File: src/rtl/row_fetch_unit.sv
// -----------------------------------------------------------------------------
// row_fetch_unit
// Upstream feeder for the subpixel interpolator. It accepts a row request and
// reads that row from a synchronous frame memory, one pixel per cycle. It packs
// the pixels onto in_row and presents the result with a valid/ready handshake.
//
// Ports
//   clk          rising-edge clock
//   rst          asynchronous, active-high reset
//   base_addr    address of pixel (row 0, col 0); sampled when a request is accepted
//   req_row      requested row index
//   req_valid    request present (held by the requester until accepted)
//   req_ready    unit can accept a request (high only while idle)
//   mem_rd_en    frame-memory read strobe
//   mem_addr     frame-memory read address
//   mem_rd_data  read data, valid the cycle after mem_rd_en
//   in_row       packed row; col c at [c*PIX_W +: PIX_W], col 0 in the LSBs
//   row_valid    in_row holds a complete row
//   row_ready    consumer takes the row
//   row_err      last accepted request was out of range (sticky)
// -----------------------------------------------------------------------------
module row_fetch_unit #(
  parameter int ROW_PIX    = 15,
  parameter int NUM_ROWS   = 15,
  parameter int PIX_W      = 8,
  parameter int ADDR_W     = 16,
  parameter int ROW_STRIDE = 15
) (
  input  logic                     clk,
  input  logic                     rst,
  input  logic [ADDR_W-1:0]        base_addr,
  input  logic [7:0]               req_row,
  input  logic                     req_valid,
  output logic                     req_ready,
  output logic                     mem_rd_en,
  output logic [ADDR_W-1:0]        mem_addr,
  input  logic [PIX_W-1:0]         mem_rd_data,
  output logic [ROW_PIX*PIX_W-1:0] in_row,
  output logic                     row_valid,
  input  logic                     row_ready,
  output logic                     row_err
);

  localparam int COL_W = $clog2(ROW_PIX + 1);

  typedef enum logic [1:0] {
    ST_IDLE  = 2'd0,
    ST_FETCH = 2'd1,
    ST_HOLD  = 2'd2
  } state_t;

  state_t            state_r;
  logic [ADDR_W-1:0] row_addr_r;   // address of column 0 of the row being fetched
  logic [COL_W-1:0]  col_r;        // number of columns issued so far
  logic [COL_W-1:0]  cap_r;        // next column slot to capture
  logic              rd_pend_r;    // a read was issued last cycle; its data is on mem_rd_data now
  logic [ADDR_W-1:0] row_addr_s;
  logic              in_range_s;

  // Row start address and range check for the request currently presented.
  // The product is truncated to ADDR_W, so the address wraps modulo 2^ADDR_W.
  always_comb begin
    row_addr_s = base_addr + (ADDR_W'(req_row) * ADDR_W'(ROW_STRIDE));
    if (int'(req_row) < NUM_ROWS) begin
      in_range_s = 1'b1;
    end else begin
      in_range_s = 1'b0;
    end
  end

  // Control FSM, read issue, data capture and all registered outputs.
  always_ff @(posedge clk or posedge rst) begin
    if (rst) begin
      state_r    <= ST_IDLE;
      row_addr_r <= '0;
      col_r      <= '0;
      cap_r      <= '0;
      rd_pend_r  <= 1'b0;
      req_ready  <= 1'b1;
      mem_rd_en  <= 1'b0;
      mem_addr   <= '0;
      in_row     <= '0;
      row_valid  <= 1'b0;
      row_err    <= 1'b0;
    end else begin
      // Read data always lags its strobe by one cycle.
      rd_pend_r <= mem_rd_en;
      case (state_r)
        ST_IDLE: begin
          if (req_valid && req_ready) begin
            req_ready  <= 1'b0;
            row_addr_r <= row_addr_s;
            in_row     <= '0;
            if (in_range_s) begin
              // Column 0 goes out in the cycle right after the accept edge.
              row_err   <= 1'b0;
              mem_rd_en <= 1'b1;
              mem_addr  <= row_addr_s;
              col_r     <= COL_W'(1);
              cap_r     <= '0;
              state_r   <= ST_FETCH;
            end else begin
              // Bad row: present an all-zero row flagged with row_err, no reads.
              row_err   <= 1'b1;
              row_valid <= 1'b1;
              state_r   <= ST_HOLD;
            end
          end else begin
            req_ready <= 1'b1;
          end
        end

        ST_FETCH: begin
          if (col_r < COL_W'(ROW_PIX)) begin
            mem_rd_en <= 1'b1;
            mem_addr  <= row_addr_r + ADDR_W'(col_r);
            col_r     <= col_r + COL_W'(1);
          end else begin
            mem_rd_en <= 1'b0;
          end
          if (rd_pend_r) begin
            // Constant-index decode keeps the capture mux free of wide variable shifts.
            for (int c = 0; c < ROW_PIX; c++) begin
              if (cap_r == COL_W'(c)) begin
                in_row[c*PIX_W +: PIX_W] <= mem_rd_data;
              end
            end
            if (cap_r == COL_W'(ROW_PIX - 1)) begin
              row_valid <= 1'b1;
              cap_r     <= '0;
              col_r     <= '0;
              state_r   <= ST_HOLD;
            end else begin
              cap_r <= cap_r + COL_W'(1);
            end
          end
        end

        ST_HOLD: begin
          // Row stays on the bus until the consumer takes it.
          if (row_ready) begin
            row_valid <= 1'b0;
            req_ready <= 1'b1;
            state_r   <= ST_IDLE;
          end else begin
            row_valid <= 1'b1;
          end
        end

        default: begin
          state_r   <= ST_IDLE;
          req_ready <= 1'b1;
          mem_rd_en <= 1'b0;
          row_valid <= 1'b0;
          col_r     <= '0;
          cap_r     <= '0;
        end
      endcase
    end
  end

endmodule

File: config.mk
export PLATFORM = sky130hd
export DESIGN_NAME = row_fetch_unit
export DESIGN_NICKNAME = d
export VERILOG_FILES = /design/src/rtl/row_fetch_unit.sv
export SDC_FILE = /design/constraint.sdc
export NUM_CORES = 1
export LEC_CHECK = 0
export CAP_MARGIN = 20
export CORE_MARGIN = 5
export CORE_UTILIZATION = 40
export CTS_BUF_LIST = sky130_fd_sc_hd__clkbuf_16
export DETAILED_ROUTE_END_ITERATION = 10
export GPL_TIMING_DRIVEN = 0
export MAX_ROUTING_LAYER = met4
export PLACE_DENSITY_LB_ADDON = 0.12
export SYNTH_ARGS = -nofsm -noshare
export SYNTH_HDL_FRONTEND = slang
export SYNTH_SLANG_ARGS = --single-unit
File: constraint.sdc
create_clock -name clk -period 7.7 [get_ports clk]
set_input_delay 1.54 -clock clk [delete_from_list [all_inputs] [get_ports clk]]
set_output_delay 1.54 -clock clk [all_outputs]
set_load 0.01 [all_outputs]
## After elaboration in Yosys (flattened, before gate mapping)

Index checks and enable logic that the tools add are counted.

| word-level totals | value |
|---|---|
| input port bits | 36 |
| logic and storage cells | 151 |
| flip-flop bits (word level) | 167 |

| operators by class | value |
|---|---|
| multiplexer cells | 54 |
| $add $sub $neg | 4 |
| eq/ne operators | 37 |
| reduce and logical (&&, ||, !) cells | 26 |
| multipliers | 1 |
| bitwise logic cells | 2 |
| magnitude comparators | 2 |

Operators by type and width:

| kind | number |
|---|---|
| 2-to-1 mux 120 bit | 2 |
| case mux 120 bit (2 select lines) | 1 |
| 2-to-1 mux 8 bit | 15 |
| AND reduction 4 bit | 19 |
| 2-to-1 mux 16 bit | 3 |
| != test 2 bit, second input constant | 21 |
| 2-to-1 mux 4 bit | 9 |
| case mux 16 bit (2 select lines) | 1 |
| equality test 4 bit, second input constant | 7 |
| case mux 4 bit (3 select lines) | 2 |
| adder 16 x 12 -> 16 bit | 1 |
| adder 16 x 4 -> 16 bit | 1 |
| equality test 4 x 3 -> 1 bit, second input constant | 4 |
| multiplier 8 x 4 -> 12 bit, second input constant | 1 |
| 2-to-1 mux 1 bit | 12 |
| 2-to-1 mux 2 bit | 5 |
| case mux 1 bit (3 select lines) | 3 |
| adder 4 x 1 -> 4 bit, second input constant | 2 |
| equality test 4 x 2 -> 1 bit, second input constant | 2 |
| < comparator 8 x 4 -> 1 bit, second input constant | 1 |
| case mux 2 bit (3 select lines) | 1 |
| equality test 4 x 1 -> 1 bit, second input constant | 1 |
| logical NOT 4 bit | 1 |
| < comparator 4 bit, second input constant | 1 |
| 8 further kinds | 10 |

## Longest topological paths before layout

| logic depth | value |
|---|---|
| depth after elaboration | 5 |
| depth in mapped cells | 15 |
| gate-level depth less buffers | 14 |

## Worst setup path after synthesis

No wires, ideal clock.

| path | value |
|---|---|
| path kind | input to register |
| start | in req_row[4] |
| end | reg mem_addr[14] |
| required time | 7.606 ns |
| path buffers | 0 |
| slack | 2.828 ns |
| cell stages on the path | 14 |
| arrival time | 4.778 ns |
| setup time | 0.094 ns |
| cell sequence | inv_1 > fa_1 > inv_1 > fa_1 > inv_1 > fa_1 > inv_1 > ha_1 > a21o_1 > a21oi_1 > o21ai_0 > o41ai_1 > xor2_1 > a211oi_1 |

| between the ends | value |
|---|---|
| cells in the longest elaborated chain, start to end | 5 |

RTL lines:

| item | line | RTL |
|---|---|---|
| start: declaration | 32 | `input logic [7:0] req_row,` |
| multiplier 8 x 4 -> 12 bit | 63 | `row_addr_s = base_addr + (ADDR_W'(req_row) * ADDR_W'(ROW_STRIDE));` |
| adder 16 x 12 -> 16 bit | 63 |  |
| 2-to-1 mux 16 bit | 94 | `if (in_range_s) begin` |
| 2-to-1 mux 16 bit | 90 | `if (req_valid && req_ready) begin` |
| case mux 16 bit (2 select lines) | 88 | `case (state_r)` |
| end signal: assignment | 98 | `mem_addr <= row_addr_s;` |
| end signal: assignment | 116 | `mem_addr <= row_addr_r + ADDR_W'(col_r);` |
| end: declaration | 36 | `output logic [ADDR_W-1:0] mem_addr,` |

Several ways; a longest one is shown, not always the timed one. The select of a mux whose other input is x is not followed.
A chain may end at the register's enable or synchronous reset.

## Worst setup path after layout

| path | value |
|---|---|
| start | in req_row[5] |
| end | reg mem_addr[14] |

Same word-level chain as after synthesis.

==> flow_summary.json <==
{
  "synth_cell_types": 52,
  "cp_max_fo": 6,
  "crit_chain": "clkdlybuf4s50_1 > inv_1 > fa_1 > inv_1 > fa_1 > inv_1 > fa_1 > inv_1 > ha_1 > a21o_1 > a21oi_1 > o21ai_0 > o41ai_1 > xor2_1 > a211oi_1",
  "crit_required_ps": 7990,
  "start_kind": "primary input",
  "setup-tns-final_ps": 0,
  "fin_cells": 1363,
  "ys_seq_area_share_pct": 50.6,
  "synth_enable_flop_cells": 0,
  "dp_hpwl_um": 17200,
  "maxCapViolCount": 0,
  "crit_top_cell": "inv_1",
  "hold_path_startpoint": "mem_rd_en",
  "synth_top_area_share_pct": 50.3,
  "ys_dominant_reg_cell": "dfrtp_1",
  "yosysTopAreaCell": "dfrtp_1",
  "timing.final.ws_setup_ps": 2290,
  "power.internal_uw": 2230,
  "drc": 0,
  "hold_path_depth": 0,
  "die_area_mm2": 0.0236,
  "place_ws_ps": 1830,
  "wl_per_cell_um": 16.7,
  "grtUsageTotal_pct": 20.2,
  "setup_viol": 0,
  "root_buffer": "clkbuf_16",
  "reg2reg_slack_ps": 5270,
  "sequentialPowerShare_pct": 35.1,
  "syn_nets": 975,
  "synth_fa_ha_area_share_pct": 10.3,
  "hold_ws_ps": 418,
  "powerDensity_mw_per_mm2": 335,
  "cts_htree_levels": 4,
  "gp_congestion": 0.842,
  "hold_path_class": "reg2reg",
  "overflow": 0,
  "fmax_mhz": 185,
  "ys_ff_latch": 167,
  "cts_resized": 0,
  "hold_viol_final": 0,
  "synth_top_family_by_area": "compound AO/OA/AOI/OAI gates",
  "worst_path_max_delay_cell": "clkdlybuf4s50_1",
  "grt_pass1_wl_um": 37200,
  "clk_pin_slew_worst_paths_ps": 60,
  "worst_path_largest_cell_delay_ps": 580,
  "die_w_um": 154,
  "run_status": "complete, no violations",
  "numPortBuffers": 175,
  "row_count": 52,
  "routed_via_density": 5.01,
  "power.leakage_uw": 0.00487,
  "slew_headroom_pct": 34.7,
  "drive_gt1_share_pct": 4.94,
  "clkSinkCount": 167,
  "syn_to_final_growth_pct": 32.5,
  "ir_drop_mv": 0.154,
  "syn_inst": 885,
  "postSynth.asyncResetShare_pct": 100,
  "synth-simple-area-share_pct": 13.8,
  "antenna_cells": 0,
  "grt_max_degree": 106,
  "crit_path_end_kind": "flip-flop",
  "clkPwrFrac_pct": 22.1,
  "routed_wl_um": 22800,
  "r2r-start": "col_r[0]",
  "antenna_found_initial": 0,
  "post-route-period-util_pct": 70.3,
  "skew_ps": 6.18,
  "cts_buffers": 17,
  "dp_cells": 1331,
  "pwr-share-comb_pct": 42.8,
  "yosysWarnings": 0,
  "initial_utilization_pct": 40.7,
  "synth_area_mm2": 0.00825,
  "cts_tree": "yes",
  "p_switching_uw": 1420,
  "final_max_slew_viol_count": 0,
  "vias": 6827,
  "holdPathEnd": "rd_pend_r",
  "drtIter0Drc": 409,
  "r2r-end": "mem_addr[14]",
  "nNetsFinal": 1170,
  "rsz0062_at_grt": "no",
  "first_pass_iters": 5,
  "cts_buffer_depth": 2,
  "crit_type": "in2reg",
  "final_cell_mix": "nand2_1, clkdlybuf4s50_1, dfrtp_1",
  "muxShareOfSynthArea_pct": 0.394,
  "first_global_vias": 6817,
  "ys_top_cells_by_area": "dfrtp_1, o21ai_0, nand2_1",
  "netSwitchingFraction_pct": 38.9,
  "die_h_um": 154,
  "holdBufCountCts": 0,
  "core_mm2": 0.0203,
  "ios": 176,
  "rr_worst_depth": 9,
  "final_common_cell": "nand2_1",
  "worst_pin_slew_ps": 971,
  "cp_data_arrival_time_ps": 5700,
  "final_util_pct": 53.9,
  "post-route-min-period_ps": 5410,
  "syn_avg_cell_area_um2": 9.33,
  "clk_latency_ps": 430,
  "synthXorXnorAreaFrac_pct": 2.65,
  "ant_nets": 0,
  "post-cts-setup-buffers": 0,
  "synth_compound_area_share_pct": 16.8
}
## power by group through the flow
stage          sequential, uW  clock, uW  combinational [uW]
5_1_grt                  1310        868                1750
3_5_place_dp             1300          0                1580
4_1_cts                  1280        827                1590
6_report                 1280        810                1570
3_3_place_gp             1290          0                1560
2_1_floorplan            1350          0                 821
## cell usage after synthesis, types with 2 or more instances
| cell | instances |
|---|---|
| a21o_1 | 8 |
| dfrtp_1 | 166 |
| inv_1 | 66 |
| o31ai_1 | 3 |
| xor2_1 | 11 |
| buf_2 | 10 |
| mux2_2 | 2 |
| fa_1 | 23 |
| or4_1 | 2 |
| ha_1 | 31 |
| a31oi_1 | 3 |
| nand3_1 | 15 |
| a211oi_1 | 7 |
| clkbuf_1 | 33 |
| xnor2_1 | 14 |
| a32o_1 | 2 |
| o21ai_1 | 8 |
| nand2_1 | 185 |
| nor2_1 | 29 |
| and3_1 | 6 |
| or2_2 | 3 |
| o21ai_0 | 161 |
| nand4_1 | 5 |
| nand2b_1 | 7 |
| a21oi_1 | 38 |
| o211ai_1 | 6 |
| nor3_1 | 13 |
| nor2b_1 | 4 |
## cells by family (layout without fill, tap and decap cells)
group / Yosys count / after routing
compound gates: 251 / 251
xor+xnor: 25 / 25
fa+ha+maj: 54 / 54
buf+inv: 112 / 320
flops: 167 / 167
mux: 3 / 3
simple gates: 273 / 273
## worst max path at each step
stage          depth (start not counted)  slack [ps]      endpoint        from
3_3_place_gp                           2        -790    in_row[48]         rst
2_1_floorplan                          1        1640      cap_r[0]         rst
5_1_grt                               15        2000  mem_addr[14]  req_row[5]
4_1_cts                               15        2250  mem_addr[14]  req_row[5]
3_5_place_dp                          15        1830  mem_addr[14]  req_row[5]
6_report                              15        2290  mem_addr[14]  req_row[5]
## registers in the layout, summed over array words and instances (netlist names)
name / cells
rd_pend_r: 1
cap_r: 4
state_r: 2
row_valid: 1
row_addr_r: 16
in_row: 120
mem_addr: 16
req_ready: 1
col_r: 4
row_err: 1
mem_rd_en: 1
## area by class of cell
| type | count | area (um2) |
|---|---|---|
| Fill cell | 1961 | 9370 |
| Inverter | 66 | 255 |
| Multi-Input combinational cell | 606 | 3630 |
| Tap cell | 270 | 338 |
| Timing Repair Buffer | 176 | 1780 |
| Sequential cell | 167 | 4180 |
| Clock buffer | 17 | 425 |
| Clock inverter | 15 | 130 |
| Buffer | 46 | 196 |
## worst max-delay path, delay by kind of cell
family          cells  cell delay [ps]
compound gates      5             1090
fa+ha+maj           4             1900
xor+xnor            1              270
buf+inv             5              900
## per-layer routing
| layer | track usage [%] | vias up | routed length [um] |
|---|---|---|---|
| li1 | - | 3361 | - |
| met2 | 32.0 | 177 | 10800 |
| met3 | 3.74 | 23 | 1120 |
| met1 | 27.0 | 3266 | 10500 |
| met5 | - | - | 0 |
| met4 | 5.38 | 0 | 348 |
## metrics by stage
step | instance area, um2 | power (uW)
floorplan | 8250 | 2170
global placement | 10300 | 2860
detailed placement | 10400 | 2880
CTS | 10900 | 3700
global route | 10900 | 3940
finish | 10900 | 3660
Note: power is estimated with default switching activity, not from simulation.
